### config.mk
export PLATFORM = sky130hd
export DESIGN_NAME = pkt_rr_arbiter_flat
export DESIGN_NICKNAME = d
export VERILOG_FILES = /design/src/rtl/noc_pkg.sv /design/src/rtl/pkt_rr_arbiter_if.sv /design/src/rtl/rr_pick.sv /design/src/rtl/pkt_rr_arbiter.sv /design/src/flat_wrapper.sv
export SDC_FILE = /design/constraint.sdc
export NUM_CORES = 1
export LEC_CHECK = 0
export BUFFER_PORTS_ARGS = -buffer_cell sky130_fd_sc_hd__buf_2
export CORE_ASPECT_RATIO = 0.6
export CORE_MARGIN = 10
export CORE_UTILIZATION = 45
export DETAILED_ROUTE_END_ITERATION = 7
export GPL_TIMING_DRIVEN = 0
export PLACE_DENSITY = 0.69
export REMOVE_ABC_BUFFERS = 1
export SYNTH_ARGS = -nofsm -noshare
export SYNTH_HDL_FRONTEND = slang
export SYNTH_HIERARCHICAL = 1
export SYNTH_SLANG_ARGS = --single-unit
export TNS_END_PERCENT = 20
### constraint.sdc
create_clock -name clk -period 14.2 [get_ports clk]
set_clock_uncertainty 0.15 [all_clocks]
set_input_delay 0.71 -clock clk [delete_from_list [all_inputs] [get_ports clk]]
set_output_delay 0.71 -clock clk [all_outputs]
set_load 0.05 [all_outputs]
### src/rtl/noc_pkg.sv
// Shared NoC definitions: flit type codes, port indices and arbiter FSM states.
package noc_pkg;

  localparam logic [2:0] FLIT_HDR  = 3'b001;
  localparam logic [2:0] FLIT_BODY = 3'b010;
  localparam logic [2:0] FLIT_TAIL = 3'b100;

  localparam int unsigned PORT_L = 0;
  localparam int unsigned PORT_N = 1;
  localparam int unsigned PORT_E = 2;
  localparam int unsigned PORT_W = 3;
  localparam int unsigned PORT_S = 4;

  typedef enum logic {
    ST_IDLE = 1'b0,
    ST_BUSY = 1'b1
  } arb_state_t;

  // Only the exact header/tail codes are special; every other code is a body flit.
  function automatic logic is_hdr(input logic [2:0] id);
    return id == FLIT_HDR;
  endfunction

  function automatic logic is_tail(input logic [2:0] id);
    return id == FLIT_TAIL;
  endfunction

endpackage

### src/rtl/pkt_rr_arbiter_if.sv
// Requester/arbiter bundle: per-port requests and flit types in, grant and flow status out.
interface pkt_rr_arbiter_if #(
  parameter int unsigned NPORTS  = 5,
  parameter int unsigned CREDITS = 4,
  parameter int unsigned TOW     = 12
);
  localparam int unsigned CW = $clog2(CREDITS + 1);

  logic [NPORTS-1:0]   req;
  logic [3*NPORTS-1:0] flit_id;
  logic                credit_ret;
  logic [TOW-1:0]      timeout_limit;
  logic [NPORTS-1:0]   grant;
  logic                xfer;
  logic [CW-1:0]       credit_cnt;
  logic                timeout_err;

  modport master (
    output req, flit_id, credit_ret, timeout_limit,
    input  grant, xfer, credit_cnt, timeout_err
  );

  modport slave (
    input  req, flit_id, credit_ret, timeout_limit,
    output grant, xfer, credit_cnt, timeout_err
  );

endinterface

### src/rtl/rr_pick.sv
// Combinational round-robin selector: first set request searching upward from i_ptr+1, wrapping.
module rr_pick #(
  parameter int unsigned N = 5
) (
  input  logic [N-1:0]                  i_req,
  input  logic [((N>1)?$clog2(N):1)-1:0] i_ptr,
  output logic [N-1:0]                  o_gnt,
  output logic [((N>1)?$clog2(N):1)-1:0] o_idx,
  output logic                          o_any
);
  localparam int unsigned PW = (N > 1) ? $clog2(N) : 1;

  int unsigned w_idx;

  // Scan N positions after the pointer; the last-served port is visited last.
  always_comb begin
    o_gnt = '0;
    o_idx = '0;
    o_any = 1'b0;
    w_idx = 0;
    for (int unsigned k = 1; k <= N; k++) begin
      w_idx = (32'(i_ptr) + k) % N;
      if (!o_any && i_req[w_idx]) begin
        o_gnt[w_idx] = 1'b1;
        o_idx        = PW'(w_idx);
        o_any        = 1'b1;
      end
    end
  end

endmodule

### src/rtl/pkt_rr_arbiter.sv
// Packet-granular round-robin output arbiter with credit flow control and stall timeout.
module pkt_rr_arbiter
  import noc_pkg::*;
#(
  parameter int unsigned NPORTS  = 5,
  parameter int unsigned CREDITS = 4,
  parameter int unsigned TOW     = 12
) (
  input  logic             clk,
  input  logic             rst,
  pkt_rr_arbiter_if.slave  io_bus
);
  localparam int unsigned    PW       = (NPORTS > 1) ? $clog2(NPORTS) : 1;
  localparam int unsigned    CW       = $clog2(CREDITS + 1);
  localparam logic [CW-1:0]  CRED_MAX = CW'(CREDITS);
  localparam logic [PW-1:0]  PTR_RST  = PW'(NPORTS - 1);

  arb_state_t        r_state, w_state_nxt;
  logic [NPORTS-1:0] r_grant, w_grant_nxt;
  logic [PW-1:0]     r_owner, w_owner_nxt;
  logic [PW-1:0]     r_rr_ptr, w_rr_ptr_nxt;
  logic [TOW-1:0]    r_stall, w_stall_nxt;
  logic [CW-1:0]     r_credit;

  logic [NPORTS-1:0] w_hdr_req;
  logic [NPORTS-1:0] w_pick_gnt;
  logic [PW-1:0]     w_pick_idx;
  logic              w_pick_any;
  logic [2:0]        w_owner_flit;
  logic              w_xfer;
  logic              w_tail_xfer;
  logic              w_timeout;

  // Only ports presenting a header flit may compete for a new packet grant.
  always_comb begin
    w_hdr_req = '0;
    for (int unsigned i = 0; i < NPORTS; i++) begin
      w_hdr_req[i] = io_bus.req[i] & is_hdr(io_bus.flit_id[3*i +: 3]);
    end
  end

  rr_pick #(.N(NPORTS)) u_pick (
    .i_req (w_hdr_req),
    .i_ptr (r_rr_ptr),
    .o_gnt (w_pick_gnt),
    .o_idx (w_pick_idx),
    .o_any (w_pick_any)
  );

  assign w_owner_flit = io_bus.flit_id[3*r_owner +: 3];
  assign w_xfer       = (r_state == ST_BUSY) & io_bus.req[r_owner] & (r_credit != '0);
  assign w_tail_xfer  = w_xfer & is_tail(w_owner_flit);
  assign w_timeout    = (r_state == ST_BUSY) & (io_bus.timeout_limit != '0) &
                        (r_stall == io_bus.timeout_limit);

  // A tail moving in the timeout cycle is a normal completion, so it masks the error pulse.
  assign io_bus.grant       = r_grant;
  assign io_bus.xfer        = w_xfer;
  assign io_bus.credit_cnt  = r_credit;
  assign io_bus.timeout_err = w_timeout & ~w_tail_xfer;

  // Next-state logic: grant on a header in IDLE, release on tail transfer or stall timeout.
  always_comb begin
    w_state_nxt  = r_state;
    w_grant_nxt  = r_grant;
    w_owner_nxt  = r_owner;
    w_rr_ptr_nxt = r_rr_ptr;
    w_stall_nxt  = r_stall;
    case (r_state)
      ST_IDLE: begin
        if (w_pick_any) begin
          w_state_nxt  = ST_BUSY;
          w_grant_nxt  = w_pick_gnt;
          w_owner_nxt  = w_pick_idx;
          w_rr_ptr_nxt = w_pick_idx;
          w_stall_nxt  = '0;
        end
      end
      ST_BUSY: begin
        if (w_tail_xfer || w_timeout) begin
          w_state_nxt = ST_IDLE;
          w_grant_nxt = '0;
        end
        if (w_xfer) begin
          w_stall_nxt = '0;
        end else if (r_stall != '1) begin
          w_stall_nxt = r_stall + 1'b1;
        end
      end
      default: begin
        w_state_nxt = ST_IDLE;
        w_grant_nxt = '0;
      end
    endcase
  end

  // FSM, grant, owner, pointer and stall registers.
  always_ff @(posedge clk) begin
    if (rst) begin
      r_state  <= ST_IDLE;
      r_grant  <= '0;
      r_owner  <= '0;
      r_rr_ptr <= PTR_RST;
      r_stall  <= '0;
    end else begin
      r_state  <= w_state_nxt;
      r_grant  <= w_grant_nxt;
      r_owner  <= w_owner_nxt;
      r_rr_ptr <= w_rr_ptr_nxt;
      r_stall  <= w_stall_nxt;
    end
  end

  // Downstream credit counter: spend on xfer, refill on credit_ret, clamp at CREDITS.
  always_ff @(posedge clk) begin
    if (rst) begin
      r_credit <= CRED_MAX;
    end else begin
      case ({w_xfer, io_bus.credit_ret})
        2'b10:   r_credit <= r_credit - 1'b1;
        2'b01:   if (r_credit != CRED_MAX) r_credit <= r_credit + 1'b1;
        default: r_credit <= r_credit;
      endcase
    end
  end

endmodule

### src/flat_wrapper.sv
// flat-port wrapper written by rule: the top's interface ports become plain ports
module pkt_rr_arbiter_flat import noc_pkg::*;
#(
  parameter int unsigned NPORTS  = 5,
  parameter int unsigned CREDITS = 4,
  parameter int unsigned TOW     = 12
)
  (clk, rst, io_bus_req, io_bus_flit_id, io_bus_credit_ret, io_bus_timeout_limit, io_bus_grant, io_bus_xfer, io_bus_credit_cnt, io_bus_timeout_err);
  pkt_rr_arbiter_if #(.NPORTS(NPORTS), .CREDITS(CREDITS), .TOW(TOW)) io_bus_i ();
  input  logic clk;
  input  logic rst;
  input wire logic [$bits(io_bus_i.req)-1:0] io_bus_req;
  input wire logic [$bits(io_bus_i.flit_id)-1:0] io_bus_flit_id;
  input wire logic [$bits(io_bus_i.credit_ret)-1:0] io_bus_credit_ret;
  input wire logic [$bits(io_bus_i.timeout_limit)-1:0] io_bus_timeout_limit;
  output wire logic [$bits(io_bus_i.grant)-1:0] io_bus_grant;
  output wire logic [$bits(io_bus_i.xfer)-1:0] io_bus_xfer;
  output wire logic [$bits(io_bus_i.credit_cnt)-1:0] io_bus_credit_cnt;
  output wire logic [$bits(io_bus_i.timeout_err)-1:0] io_bus_timeout_err;
  assign io_bus_i.req = io_bus_req;
  assign io_bus_i.flit_id = io_bus_flit_id;
  assign io_bus_i.credit_ret = io_bus_credit_ret;
  assign io_bus_i.timeout_limit = io_bus_timeout_limit;
  assign io_bus_grant = io_bus_i.grant;
  assign io_bus_xfer = io_bus_i.xfer;
  assign io_bus_credit_cnt = io_bus_i.credit_cnt;
  assign io_bus_timeout_err = io_bus_i.timeout_err;
  pkt_rr_arbiter #(.NPORTS(NPORTS), .CREDITS(CREDITS), .TOW(TOW)) u_core (.clk(clk), .rst(rst), .io_bus(io_bus_i));
endmodule
==> flow_summary.ini <==
[synth]
synth-edff-count = 0
yosysTopAreaCell = dfxtp_1
yosys_warnings = 6
synth_mux_area_share_pct = 5.781
netlist_instances = 590
synth_cell_types = 92
synth-xor-area-share_pct = 6.546
synth_area_sq_um = 4415
yosys.area_share.simple_pct = 29.44
synthArstFlopShare_pct = 0
ys_seq_area_share_pct = 11.33
synthAdderAreaFrac_pct = 11.11
avgSynthCellArea_sq_um = 7.484
synth_top_family_by_area = simple AND/OR/NAND/NOR gates
ys.flop_type = dfxtp_1
synth-compound-area-share_pct = 29.24
synth_area_leaders = dfxtp_1 (11%), ha_1 (10%), mux2i_1 (4.8%)
yosys_register_bits = 25
synth_top_cell_area_share_pct = 11.33

[floorplanning]
die_w_um = 147.9
core_sq_um = 9358
dieArea_sq_um = 14300
std_cell_rows = 27
start_util_pct = 47.19
io_pins = 45
die_h_um = 96.73

[worst_setup_path]
r2r_slack_ns = 6.53
worst_setup_path_end_kind = flip-flop
start_kind = flip-flop
crit_chain = inv_1 -> ha_1 -> o31ai_1 -> xnor2_1 -> ha_1 -> fa_1 -> o21ai_2 -> mux2_2 -> o221ai_1 -> a2bb2oi_1 -> nand2_1 -> or4_1 -> nor2b_1 -> nor2_1 -> nand2_1 -> nor3_1
cp_slowest_cell = a2bb2oi_1
slowest_delay_ns = 0.95
cp_max_fo = 20
arrival_ns = 7.71
cp_data_required_time_ns = 14.24
worstSetupPathType = flip-flop to flip-flop

[route]
drcViolationCount = 0
drtPass1Iterations = 5
antenna_left = 0
viasPerCell = 6.319
wl_per_cell_um = 17.63
vias = 4689
drt_iter0_markers = 504
routed_wirelength_um = 13080

[cts]
post_cts_buffers = 0
cts_made_buffers = 3
clock-sinks = 25
clk_pin_slew_ns = 0.07
clock_latency_ns = 0.27
post_cts_resized = 0
cts_tree = yes
cts_root_buf = clkbuf_16
postCtsHoldBufs = 0
ctsLongestPathBuffers = 2
htree_levels = 1

[sta]
rsz0062_at_grt = false
hold_viol = 0
fin_setup_tns_ns = 0
period_needed_ns = 7.670
tightest_slew_ns = 1.325
setup_viol = 0
max_slew_margin_pct = 10.48
timing.fmax_mhz = 130.4
maxSlewViolCount = 0
period_share_pct = 54.01

[job]
maxCapViolCount = 0

[cells_and_area]
layout-drive-gt1-share_pct = 13.56
final_cell_mix = nand2_1 (51), buf_2 (44), nor2_1 (42)
nets = 686
final_common_cell = nand2_1
multi_input_area_sq_um = 3626
diodes = 0
regArea_sq_um = 501.7
syn_to_final_growth_pct = 8.019
fill_cells = 897

[placement]
dp_hpwl_um = 10310
portBuffers = 44
gp_congestion = 0.9520

[grt]
grt_max_degree = 37
grt_pass1_vias = 4169
grt_pass1_wl_um = 21010
antenna_found_initial = 0
grt_overflow_total = 0
grt_usage_pct = 16.81

[status]
status = finished, final reports clean

[worst_hold_path]
hold_path.class = flip-flop to flip-flop
==> layer usage <==
layer	up-vias	routed length [um]	track usage [%]
li1	2250	-	-
met1	2218	6545	25.37
met2	213	5222	23.80
met3	8	1265	4.037
met4	0	49	1.807
met5	-	0	0
==> through the flow <==
step	setup slack [ns]	util (%)	hold slack [ns]	cell area, sq um	cells
after floorplan	7.865	-	0.3284	4275	563
after global placement	6.145	49.78	0.3473	4658	737
after detailed placement	6.712	50.09	0.3589	4687	738
after CTS	6.697	50.97	0.3684	4770	742
after global routing	6.081	50.97	0.4057	4770	742
final	6.530	50.97	0.3714	4770	742
==> critical path, delay by kind of cell (launching register included) <==
kind                       cells  cell delay (ns)
muxes                          1             0.42
and+or+nand+nor                6             2.30
DFF                            1             0.93
adders and majority gates      3             1.23
AOI/OAI and AO/OA              4             1.98
buffers and inverters          1             0.35
xor gates and xnor gates       1             0.19
==> path summary, 6_finish.rpt <==
check | startpoint | end | cells after the start
setup / recovery | u_core/r_rr_ptr[2] | u_core/r_stall[10] | 16
hold / removal | u_core/r_stall[8] | u_core/r_stall[8] | 2
setup reg to reg | u_core/r_rr_ptr[2] | u_core/r_stall[10] | 16
hold reg to reg | u_core/r_stall[8] | u_core/r_stall[8] | 2
==> synthesized netlist by cell type, drive strengths merged, types with 4 or more instances <==
library cell   n
a211o          4
a211oi         6
a21boi         5
a21o           5
a21oi         35
a22oi          4
a31oi          6
a32oi          5
and2           9
and3           5
buf           13
clkbuf        14
dfxtp         25
ha            36
inv           38
mux2           4
mux2i         21
nand2         51
nand2b        13
nand3         26
nand3b        10
nand4         10
nand4b         5
nor2          43
nor2b         10
nor3          17
nor3b          4
nor4           7
nor4b         11
o211ai        12
o21ai         38
o221ai         4
o22ai          4
o311ai         4
o31a           4
or2            5
xnor2         15
xor2          15
==> flip-flops by register name, summed over array words and instances (netlist names) <==
register	count
u_core/r_stall	12
u_core/io_bus.grant	5
u_core/io_bus.credit_cnt	3
u_core/r_owner	3
u_core/r_rr_ptr	1
u_core/r_state	1
==> layout make-up <==
cell class	instances	area share (%)
flip-flops and latches	25	10.52
clock buffers	3	1.574
multi-input cells	499	76.02
well taps	130	3.410
inverters	39	3.122
clock inverters	1	0.1574
repair buffers	45	5.194
==> cell families (layout without fill, tap and decap cells) <==
logic type | Yosys count | in the layout
compound gates | 171 | 171
xor+xnor | 30 | 30
flops | 25 | 25
mux | 25 | 25
buf+inv | 66 | 88
fa+ha+maj | 38 | 38
simple gates | 235 | 235
Power is not shown: default switching activity piles up to over one toggle a cycle in this logic, so the estimate is an artifact.
